==> config.mk <==
export PLATFORM = sky130hd
export DESIGN_NAME = tx_framer_mux
export DESIGN_NICKNAME = d
export VERILOG_FILES = /design/src/rtl/tx_framer_mux.sv
export SDC_FILE = /design/constraint.sdc
export NUM_CORES = 1
export LEC_CHECK = 0
export ABC_AREA = 0
export BUFFER_PORTS_ARGS = -buffer_cell sky130_fd_sc_hd__buf_2
export CORE_UTILIZATION = 36
export CTS_BUF_LIST = sky130_fd_sc_hd__clkbuf_4 sky130_fd_sc_hd__clkbuf_8 sky130_fd_sc_hd__clkbuf_16
export DETAILED_ROUTE_END_ITERATION = 7
export PLACE_DENSITY = 0.56
export SYNTH_ARGS = -nofsm -noshare
export SYNTH_HDL_FRONTEND = slang
export SYNTH_SLANG_ARGS = --single-unit
==> constraint.sdc <==
create_clock -name clk -period 2.05 [get_ports clk]
set_clock_uncertainty 0.1 [all_clocks]
set_input_delay 0.205 -clock clk [delete_from_list [all_inputs] [get_ports clk]]
set_output_delay 0.205 -clock clk [all_outputs]
set_load 0.05 [all_outputs]
==> src/rtl/tx_framer_mux.sv <==
// rtl/tx_framer_mux.sv - transmit framer: STP/SDP + payload + PAD + END/EDB, IDL fill, periodic COM+SKP (optional feature macro TX_FRAMER_NULLIFY_EN adds pkt_abort / EDB)
module tx_framer_mux #(
  parameter int SKP_INTERVAL = 1180,
  parameter int SKP_LEN      = 3
) (
  input  logic       clk,
  input  logic       reset_L,
  input  logic       pkt_valid,
  input  logic [7:0] pkt_data,
  input  logic       pkt_last,
  input  logic       pkt_type,
`ifdef TX_FRAMER_NULLIFY_EN
  input  logic       pkt_abort,
`endif
  output logic       pkt_ready,
  output logic [7:0] data_out,
  output logic       k_out
);

  localparam logic [7:0] SYM_COM = 8'hBC;
  localparam logic [7:0] SYM_PAD = 8'hF7;
  localparam logic [7:0] SYM_SKP = 8'h1C;
  localparam logic [7:0] SYM_STP = 8'hFB;
  localparam logic [7:0] SYM_SDP = 8'h5C;
  localparam logic [7:0] SYM_END = 8'hFD;
  localparam logic [7:0] SYM_EDB = 8'hFE;
  localparam logic [7:0] SYM_IDL = 8'h7C;

  localparam logic [2:0] S_IDLE = 3'd0;
  localparam logic [2:0] S_SKP  = 3'd1;
  localparam logic [2:0] S_DATA = 3'd2;
  localparam logic [2:0] S_PAD  = 3'd3;
  localparam logic [2:0] S_EOF  = 3'd4;

  localparam logic [2:0]  SKP_LAST = 3'(SKP_LEN - 1);
  localparam logic [15:0] SKP_WRAP = 16'(SKP_INTERVAL - 1);

  logic [2:0]  state, nxt_state;
  logic [1:0]  pos, nxt_pos, pos_inc;
  logic [2:0]  skp_idx, nxt_idx;
  logic [15:0] skp_cnt;
  logic        skp_pending;
  logic        skp_done;
  logic        edb, nxt_edb;
  logic [7:0]  nxt_data;
  logic        nxt_k;
  logic        abort;

`ifdef TX_FRAMER_NULLIFY_EN
  assign abort = pkt_abort;
`else
  assign abort = 1'b0;
`endif

  assign pkt_ready = (state == S_DATA);
  assign pos_inc   = pos + 2'd1;

  // Next symbol and next state; the chosen symbol is registered onto data_out/k_out
  always_comb begin
    nxt_state = state;
    nxt_pos   = pos;
    nxt_idx   = skp_idx;
    nxt_edb   = edb;
    nxt_data  = SYM_IDL;
    nxt_k     = 1'b1;
    skp_done  = 1'b0;
    case (state)
      S_IDLE: begin
        if (skp_pending) begin
          nxt_data  = SYM_COM;
          nxt_state = S_SKP;
        end else if (pkt_valid) begin
          nxt_data  = pkt_type ? SYM_SDP : SYM_STP;
          nxt_pos   = 2'd1;
          nxt_edb   = 1'b0;
          nxt_state = S_DATA;
        end
      end
      S_SKP: begin
        nxt_data = SYM_SKP;
        if (skp_idx == SKP_LAST) begin
          nxt_idx   = 3'd0;
          skp_done  = 1'b1;
          nxt_state = S_IDLE;
        end else begin
          nxt_idx = skp_idx + 3'd1;
        end
      end
      S_DATA: begin
        nxt_pos = pos_inc;
        if (pkt_valid) begin
          nxt_data = pkt_data;
          nxt_k    = 1'b0;
          if (pkt_last || abort) begin
            nxt_edb   = abort;
            nxt_state = (pos_inc == 2'd3) ? S_EOF : S_PAD;
          end
        end else begin
          // Underrun: fill with PAD, which still advances frame alignment
          nxt_data = SYM_PAD;
          if (abort) begin
            nxt_edb   = 1'b1;
            nxt_state = (pos_inc == 2'd3) ? S_EOF : S_PAD;
          end
        end
      end
      S_PAD: begin
        nxt_data = SYM_PAD;
        nxt_pos  = pos_inc;
        if (pos_inc == 2'd3) nxt_state = S_EOF;
      end
      S_EOF: begin
        nxt_data  = edb ? SYM_EDB : SYM_END;
        nxt_pos   = 2'd0;
        nxt_state = S_IDLE;
      end
      default: begin
        nxt_state = S_IDLE;
        nxt_pos   = 2'd0;
      end
    endcase
  end

  // Framing state and registered symbol output
  always_ff @(posedge clk) begin
    if (!reset_L) begin
      state    <= S_IDLE;
      pos      <= 2'd0;
      skp_idx  <= 3'd0;
      edb      <= 1'b0;
      data_out <= SYM_IDL;
      k_out    <= 1'b1;
    end else begin
      state    <= nxt_state;
      pos      <= nxt_pos;
      skp_idx  <= nxt_idx;
      edb      <= nxt_edb;
      data_out <= nxt_data;
      k_out    <= nxt_k;
    end
  end

  // Free-running SKP interval counter; a wrap raises the single pending request
  always_ff @(posedge clk) begin
    if (!reset_L) begin
      skp_cnt     <= 16'd0;
      skp_pending <= 1'b0;
    end else if (skp_cnt == SKP_WRAP) begin
      skp_cnt     <= 16'd0;
      skp_pending <= 1'b1;
    end else begin
      skp_cnt <= skp_cnt + 16'd1;
      if (skp_done) skp_pending <= 1'b0;
    end
  end

endmodule

# After elaboration in Yosys (flattened, before gate mapping)
# Index checks and enable logic that the tools add are counted.
# W data, S select, Z words.
[totals] register_bits=35 in_bits=13 out_inout_bits=10 elab_cells=64
[op_classes] n_addsub=3 n_eq_ne=14 n_mux=28 bitwise_logic=2 n_reduce_logical=9
[ops] op="$pmux W8 S5" n=1
[ops] op="$mux W8" n=4
[ops] op="$mux W3" n=8
[ops] op="$add A16 B1 Y16 const B" n=1
[ops] op="$eq A16 B11 Y1 const B" n=1
[ops] op="$ne A2 B2 Y1 const B" n=6
[ops] op="$pmux W3 S4" n=1
[ops] op="$reduce_and A5 Y1" n=2
[ops] op="$eq A3 B2 Y1 const B" n=3
[ops] op="$mux W1" n=9
[ops] op="$mux W2" n=3
[ops] op="$pmux W2 S3" n=1
[ops] op="$reduce_bool A2 Y1" n=2
[ops] op="$reduce_or A2 Y1" n=2
[ops] op="$add A3 B1 Y3 const B" n=1
[ops] op="$eq A3 B1 Y1 const B" n=1
[ops] op="$eq A3 B3 Y1 const B" n=1
[ops] op="$logic_not A3 Y1" n=1
[ops] op="$ne A3 B3 Y1 const B" n=1
[ops] op="$reduce_and A3 Y1" n=1
[ops] op="$add A2 B1 Y2 const B" n=1
[ops] op="$eq A2 B2 Y1 const B" n=1
[ops] op="$not A1 Y1" n=2
[ops] op="$pmux W1 S2" n=1
[ops] op="$reduce_and A2 Y1" n=1

# Depth between registers and ports, before layout
# Gate-level depths: netlist of the first run.
[depth] word_depth=6 depth_mapped=6

# Worst setup path after synthesis of the first run
# Ideal clock, no wire load.
[synth_path] path_kind="reg-to-reg" start="register skp_cnt[0]" end="register skp_cnt[10]" setup_time_ps=115 t_arrival_ps=1259 setup_slack_ps=577 stages_incl_launch_ff=7 n_path_buf=1 cell_sequence="dfxtp_1 > ha_1 > and4bb_2 > nand4b_1 > nand2_2 > buf_6 > nor2_1"
[synth_via] elab_chain_len=2
[synth_lines] item="from (decl)" line_no="41" rtl="logic [15:0] skp_cnt;"
[synth_lines] item="from (signal assigned)" line_no="152" rtl="skp_cnt <= skp_cnt + 16'd1;"
[synth_lines] item="parallel branches: the longest is 2 deep, another holds $add A16 B1 Y16"
# Several ways; the timed one is not identified.
# A chain may end at the register's enable or synchronous reset.

# Final worst setup path of the first run
[layout_path] start="register state[1]" end="output pkt_ready"
[layout_via] elab_chain_len=1
[layout_lines] item="from (decl)" line_no="38" rtl="logic [2:0] state, nxt_state;"
[layout_lines] item="from (signal assigned)" line_no="134" rtl="state <= nxt_state;"
[layout_lines] item="$eq A3 B2 Y1" line_no="55" rtl="assign pkt_ready = (state == S_DATA);"
[layout_lines] item="to (decl)" line_no="15" rtl="output logic pkt_ready,"
# No other way between the ends.

==> results of run 1 <==
[metrics by stage]
step | worst slack [ns] | cells | power [uW] | hold slack, ns
6_report | 0.269 | 244 | 1380 | 0.0128
5_1_grt | 0.151 | 244 | 1450 | 0.0148
4_1_cts | 0.270 | 244 | 1390 | 0.00270
3_5_place_dp | 0.409 | 236 | 902 | 0.296
3_3_place_gp | 0.482 | 236 | 896 | 0.292
2_1_floorplan | 0.577 | 171 | 862 | 0.210
[critical path: cells and delay by family, from the launching register on]
kind                   cells  cell delay [ns]
buffers and inverters      1             0.26
and+or+nand+nor            1             0.21
DFF                        1             0.72
[worst min-delay path by stage]
stage	start	endpoint	slack (ns)	depth (start not counted)
2_1_floorplan	pkt_valid	data_out[2]$_SDFF_PN1_	0.21	1
3_5_place_dp	pkt_data[4]	data_out[4]$_SDFF_PN1_	0.30	2
4_1_cts	pkt_data[3]	data_out[3]$_SDFF_PN1_	0.003	2
3_3_place_gp	pkt_data[4]	data_out[4]$_SDFF_PN1_	0.29	2
5_1_grt	pkt_data[3]	data_out[3]$_SDFF_PN1_	0.01	2
6_report	pkt_data[3]	data_out[3]$_SDFF_PN1_	0.01	2
[flip-flops by register name, indices dropped and copies added (netlist names)]
| name | count |
|---|---|
| data_out | 8 |
| skp_idx | 3 |
| state | 3 |
| skp_cnt | 16 |
| skp_pending | 1 |
| k_out | 1 |
| pos | 2 |
[cell families after synthesis]
family	after synthesis	share of synthesized area
AND/OR/NAND/NOR	83	0.303
flip-flops	34	0.444
AO/OA/AOI/OAI	24	0.0980
XOR/XNOR	15	0.0857
buffers and inverters	11	0.0392
multiplexers	2	0.0139
adder cells (fa/ha/maj)	2	0.0163
[layer usage]
| layer | part of all wire | global-route usage | vias to the layer above |
|---|---|---|---|
| li1 | - | - | 640 |
| met1 | 0.48 | 0.196 | 584 |
| met2 | 0.47 | 0.249 | 15 |
| met3 | 0.037 | 0.0574 | 5 |
| met4 | 0.020 | 0.0851 | 0 |
| met5 | 0 | 0 | - |
[synthesized netlist by cell type, types with 4 or more instances]
cell      instances  area, sq um
inv_1             4         15.0
nand2b_1          5         31.3
nor2b_1           6         37.5
nor3_1            7         35.0
o21ai_0           9         45.0
nor4_1            5         31.3
nor2_1           20         75.1
xnor2_1          13          114
nor3b_1           4         30.0
a21oi_1           5         25.0
dfxtp_1          34          681
nand4_1           5         31.3
nand2_1          10         37.5
nand3_1           6         30.0
[area by class of cell]
type	instances	area [sq um]	share of cell area
multi-input cells	126	792	0.451
flip-flops and latches	34	681	0.388
repair buffers	23	120	0.0685
clock buffers	7	83.8	0.0478
well taps	50	62.6	0.0357
inverters	4	15.0	0.00856
[timing repair]
item                                   in CTS  in global routing
resized for setup                           0                  0
hold buffers                                1                  0
endpoints found under the hold margin       1                  0
[power groups by stage]
stage	clock network [uW]	registers (uW)	logic [uW]
final	490	718	171
after global routing	536	723	188
after CTS	503	717	172
after detailed placement	0	732	170
after global placement	0	730	166
after floorplan	0	761	101
==> results.yml, run 1 <==
min_path:
  hold_path.class: "in -> reg"
finish:
  final_area_sq_mm: 0.00175
  layout_commonest_cell: "dfxtp_1"
  utilization: 0.432
  nFillCells: 409
  diodes: 0
  area.growth.synth_to_final_pct: 14.4
  drive_gt1_frac: 0.206
  nNetsFinal: 209
  final_cell_mix: "dfxtp_1, buf_2, nor2_1"
global_routing:
  grt_max_degree: 22
  grt_pass1_vias: 1207
  grt-ovfl-total: 0
  grt_pass1_wl_um: 5340
  antenna_found_initial: 0
  grt_use_total: 0.161
floorplanning:
  rows: 23
  die_area_sq_mm: 0.00452
  num_io_pins: 23
  initial_core_util: 0.378
  core-area_sq_mm: 0.00406
  fp.dieH_um: 67.3
  dieWidth_um: 67.3
logic_synthesis:
  synth_edf_count: 0
  yosysSeqAreaShare: 0.444
  syn_inst: 171
  yosysWarnings: 0
  synthDistinctLibCells: 39
  synth_seq_cells: 34
  synth_flop_cell: "dfxtp_1"
  avgSynthCellArea_sq_um: 8.96
  async_flop_share: 0
  synth_nets: 186
  synth_area_sq_mm: 0.00153
setup_path:
  critical_path_class: "reg -> out"
  start_kind: "flop"
  worstSetupEndpoint: "pkt_ready"
  crit_required_ns: 1.75
  ff2ff_setup_slack_ns: 0.40
  cp-startpoint: "state[1]$_SDFFE_PN0P_"
  worstReg2RegEnd: "skp_cnt[7]$_SDFF_PP0_"
  critPathArrivalTime_ns: 1.48
  critical_path.max_fanout: 21
  slowest_stage: "dfxtp_1"
  r2r-start: "skp_cnt[0]$_SDFF_PP0_"
  cp_cell_sequence: "and2_1, buf_2"
  cp_slowest_stage_delay_ns: 0.72
  r2r_cells: 5
  endpoint_kind: "output port"
placed_design:
  port_buffers: 22
  placed_area_sq_mm: 0.00166
  dp_hpwl_um: 2220
  place.gp.congestion: 0.835
clock_network:
  cts_setup_buffers: 0
  cts_tree: "built"
  cts_root_buf: "clkbuf_8"
  cts_made_buffers: 5
  cts-htree-levels: 2
  cts.sinks: 34
  clk_pin_slew_ns: 0.06
  clk_path_buf_depth: 2
  clk-insertion-delay-late_ns: 0.29
power:
  netSwitchingFraction: 0.268
  clkPwrFrac: 0.356
  p_sw_uw: 370
  p_seq_frac: 0.521
  pwr-share-comb: 0.124
  ir_worst_vdd_mv: 0.310
  p_per_area_mw_per_mm2: 786
  p_leak_uw: 0.000627
  p_int_uw: 1010
route:
  wire_per_inst_um: 12.6
  dr.pass1.iters: 4
  routed_wl_um: 3080
  ant_nets: 0
  vias: 1244
  remaining_drc_errors: 0
  viasPerCell: 5.10
  drt-initial-drc-count: 45
timing:
  fin_crit_sh: 0.869
  hold_violations: 0
  rsz0062_at_grt: "no"
  maxSlewHeadroom: 0.579
  finalSetupViolCount: 0
  fmax_ghz: 0.561
  worst_pin_slew_ns: 0.631
  tns_ns: 0
  maxSlewViolCount: 0
  period_minus_slack_ns: 1.78
flow_run:
  cap_violations: 0
status:
  outcome: "finished clean"
Power figures use the tool's default switching activity.
==> run 2, diff against run 1 <==
Settings changed: CORE_UTILIZATION 36 to 55, CTS_BUF_LIST sky130_fd_sc_hd__clkbuf_4 sky130_fd_sc_hd__clkbuf_8 sky130_fd_sc_hd__clkbuf_16 to sky130_fd_sc_hd__clkbuf_16, PLACE_DENSITY 0.56 to 0.78.
Clock period 2.05 ns to 1.7 ns, I/O delays scaled along.
==> run 2 against run 1 <==
Wire length increased by 1.6%. Register-to-register slack got worse by 0.24 ns. Design area increased by 4.3%. Critical path depth increased by 3. Combinational power increased by 32%. Sequential share of layout area decreased by 1.6 points. Setup slack got worse by 0.11 ns. Largest power group unchanged.
==> results.yml, run 2 (synthesized netlist as in run 1, its figures left out) <==
global_routing:
  grt_max_degree: 16
  grt_pass1_vias: 1152
  antenna_found_initial: 0
  grt_use_total: 0.240
  grt-ovfl-total: 0
  grt_pass1_wl_um: 4890
setup_path:
  critical_path_class: "reg -> reg"
  ff2ff_setup_slack_ns: 0.16
  cp_cell_sequence: "ha_2, nand4_1, nor4_2, xnor2_1, nor2_1"
  critPathArrivalTime_ns: 1.61
  slowest_stage: "dfxtp_1"
  worstReg2RegEnd: "skp_cnt[14]$_SDFF_PP0_"
  endpoint_kind: "flop"
  crit_required_ns: 1.77
  start_kind: "flop"
  cp_slowest_stage_delay_ns: 0.37
  crit_buf_inv: 0
  r2r-start: "skp_cnt[0]$_SDFF_PP0_"
  cp_top_family: "simple AND/OR/NAND/NOR gates"
  r2r_cells: 5
  critical_path.max_fanout: 5
timing:
  hold_violations: 0
  worst_slack_ns: 0.159
  maxSlewViolCount: 0
  finalSetupViolCount: 0
  fin_crit_sh: 0.906
  fmax_ghz: 0.649
  rsz0062_at_grt: "no"
  period_minus_slack_ns: 1.54
  worst_pin_slew_ns: 0.371
  tns_ns: 0
  maxSlewHeadroom: 0.752
route:
  wl_met3_um: 146
  routed.top_layer: "met4"
  routed_wl_um: 3130
  dr_wl_met2_um: 1470
  wl_met1_um: 1430
  ant_nets: 0
  vias: 1301
  wire_per_inst_um: 13.6
  viasPerCell: 5.68
  remaining_drc_errors: 0
  drt-initial-drc-count: 35
  dr.pass1.iters: 4
placed_design:
  place.gp.congestion: 0.836
  dp_hpwl_um: 2080
  dp_slack_ns: 0.0246
  port_buffers: 22
finish:
  largest_reg_flops: 16
  diodes: 0
  final_cell_mix: "dfxtp_1, buf_2, nor2_1"
  reg_top3: "skp_cnt: 16 flops, data_out: 8 flops"
  nNetsFinal: 214
  registers.top_by_ff_count: "skp_cnt"
  area.growth.synth_to_final_pct: 19.3
  drive_gt1_frac: 0.216
  layout_commonest_cell: "dfxtp_1"
min_path:
  min_from: "pkt_data[6]"
  hold_path.class: "in -> reg"
  worst_hold_path.endpoint: "data_out[6]$_SDFF_PN1_"
  hold_depth: 3
clock_network:
  cts_root_buf: "clkbuf_16"
  clk-insertion-delay-late_ns: 0.27
  cts.sinks: 34
  clk_pin_slew_ns: 0.05
  cts-htree-levels: 2
  cts_tree: "built"
  clk_path_buf_depth: 2
  cts_made_buffers: 5
power:
  p_sw_uw: 466
  netSwitchingFraction: 0.245
  p_per_area_mw_per_mm2: 1040
  p_int_uw: 1440
  p_seq_frac: 0.453
  clkPwrFrac: 0.428
  ir_worst_vdd_mv: 0.995
  pwr-share-comb: 0.119
  p_leak_uw: 0.000677
floorplanning:
  initial_core_util: 0.602
  num_io_pins: 23
  dieWidth_um: 54.8
  die_area_sq_mm: 0.00300
  fp.dieH_um: 54.8
  rows: 18
  core-area_sq_mm: 0.00254
flow_run:
  cap_violations: 0
status:
  outcome: "finished clean"
==> run 2: cell count changes in the layout (fill, tap and decap cells not counted), sizes merged <==
cell | previous run | this run
clkbuf | 7 | 5
dlygate4sd3 | 1 | 2
nand2 | 11 | 12
buf | 22 | 25
inv | 4 | 6
==> run 2: metal layers <==
layer,vias to the layer above,track usage
met4,0,0.137
met2,35,0.402
met3,8,0.0750
met5,-,0
li1,649,-
met1,609,0.266
==> run 2: tightest hold or removal path, delay by kind of cell <==
kind / cells / cell delay, ns
compound gates: 2 / 0.16
buf+inv: 1 / 0.07
==> run 2: worst max path at each step <==
stage                                from                endpoint  slack (ns)  depth (start not counted)
floorplan           skp_cnt[0]$_SDFF_PP0_  skp_cnt[14]$_SDFF_PP0_        0.23                          6
global placement    skp_cnt[0]$_SDFF_PP0_  skp_cnt[14]$_SDFF_PP0_        0.15                          5
detailed placement  skp_cnt[0]$_SDFF_PP0_   skp_cnt[9]$_SDFF_PP0_        0.02                          5
CTS                 skp_cnt[0]$_SDFF_PP0_   skp_cnt[9]$_SDFF_PP0_        0.05                          5
global route        skp_cnt[0]$_SDFF_PP0_  skp_cnt[14]$_SDFF_PP0_        0.06                          5
finish              skp_cnt[0]$_SDFF_PP0_  skp_cnt[14]$_SDFF_PP0_        0.16                          5
==> run 2: area by class of cell <==
type	count	area, sq um
multi-input combinational	127	811
fill	186	716
sequential	34	681
timing repair buffer	27	153
clock buffer	5	125
tap	30	37.5
inverter	4	15.0
clock inverter	2	7.51
==> run 2: what timing repair did <==
| item | in CTS | in global routing |
|---|---|---|
| endpoints found under the setup margin | 1 | 15 |
| hold endpoints to repair | 2 | 0 |
| pin swaps | 0 | 2 |
| hold buffers | 2 | 0 |
| setup buffers | 0 | 1 |
| gates resized for setup | 1 | 2 |
| gates cloned | 0 | 1 |
==> run 2: power by group through the flow <==
| stage | Combinational [uW] | Clock (uW) | Sequential [uW] |
|---|---|---|---|
| finish | 226 | 814 | 862 |
| global route | 249 | 850 | 867 |
| CTS | 222 | 817 | 861 |
| detailed placement | 214 | 0 | 877 |
| global placement | 211 | 0 | 875 |
| floorplan | 122 | 0 | 917 |
==> run 2: metrics by stage <==
stage | total power [uW] | std cells | hold WS, ns | utilization | area (sq um)
global route | 1970 | 229 | 0.0988 | 0.719 | 1830
global placement | 1090 | 218 | 0.259 | 0.648 | 1650
finish | 1900 | 229 | 0.0645 | 0.719 | 1830
detailed placement | 1090 | 218 | 0.267 | 0.648 | 1650
floorplan | 1040 | 171 | 0.175 | - | 1530
CTS | 1900 | 227 | 0.0629 | 0.710 | 1810
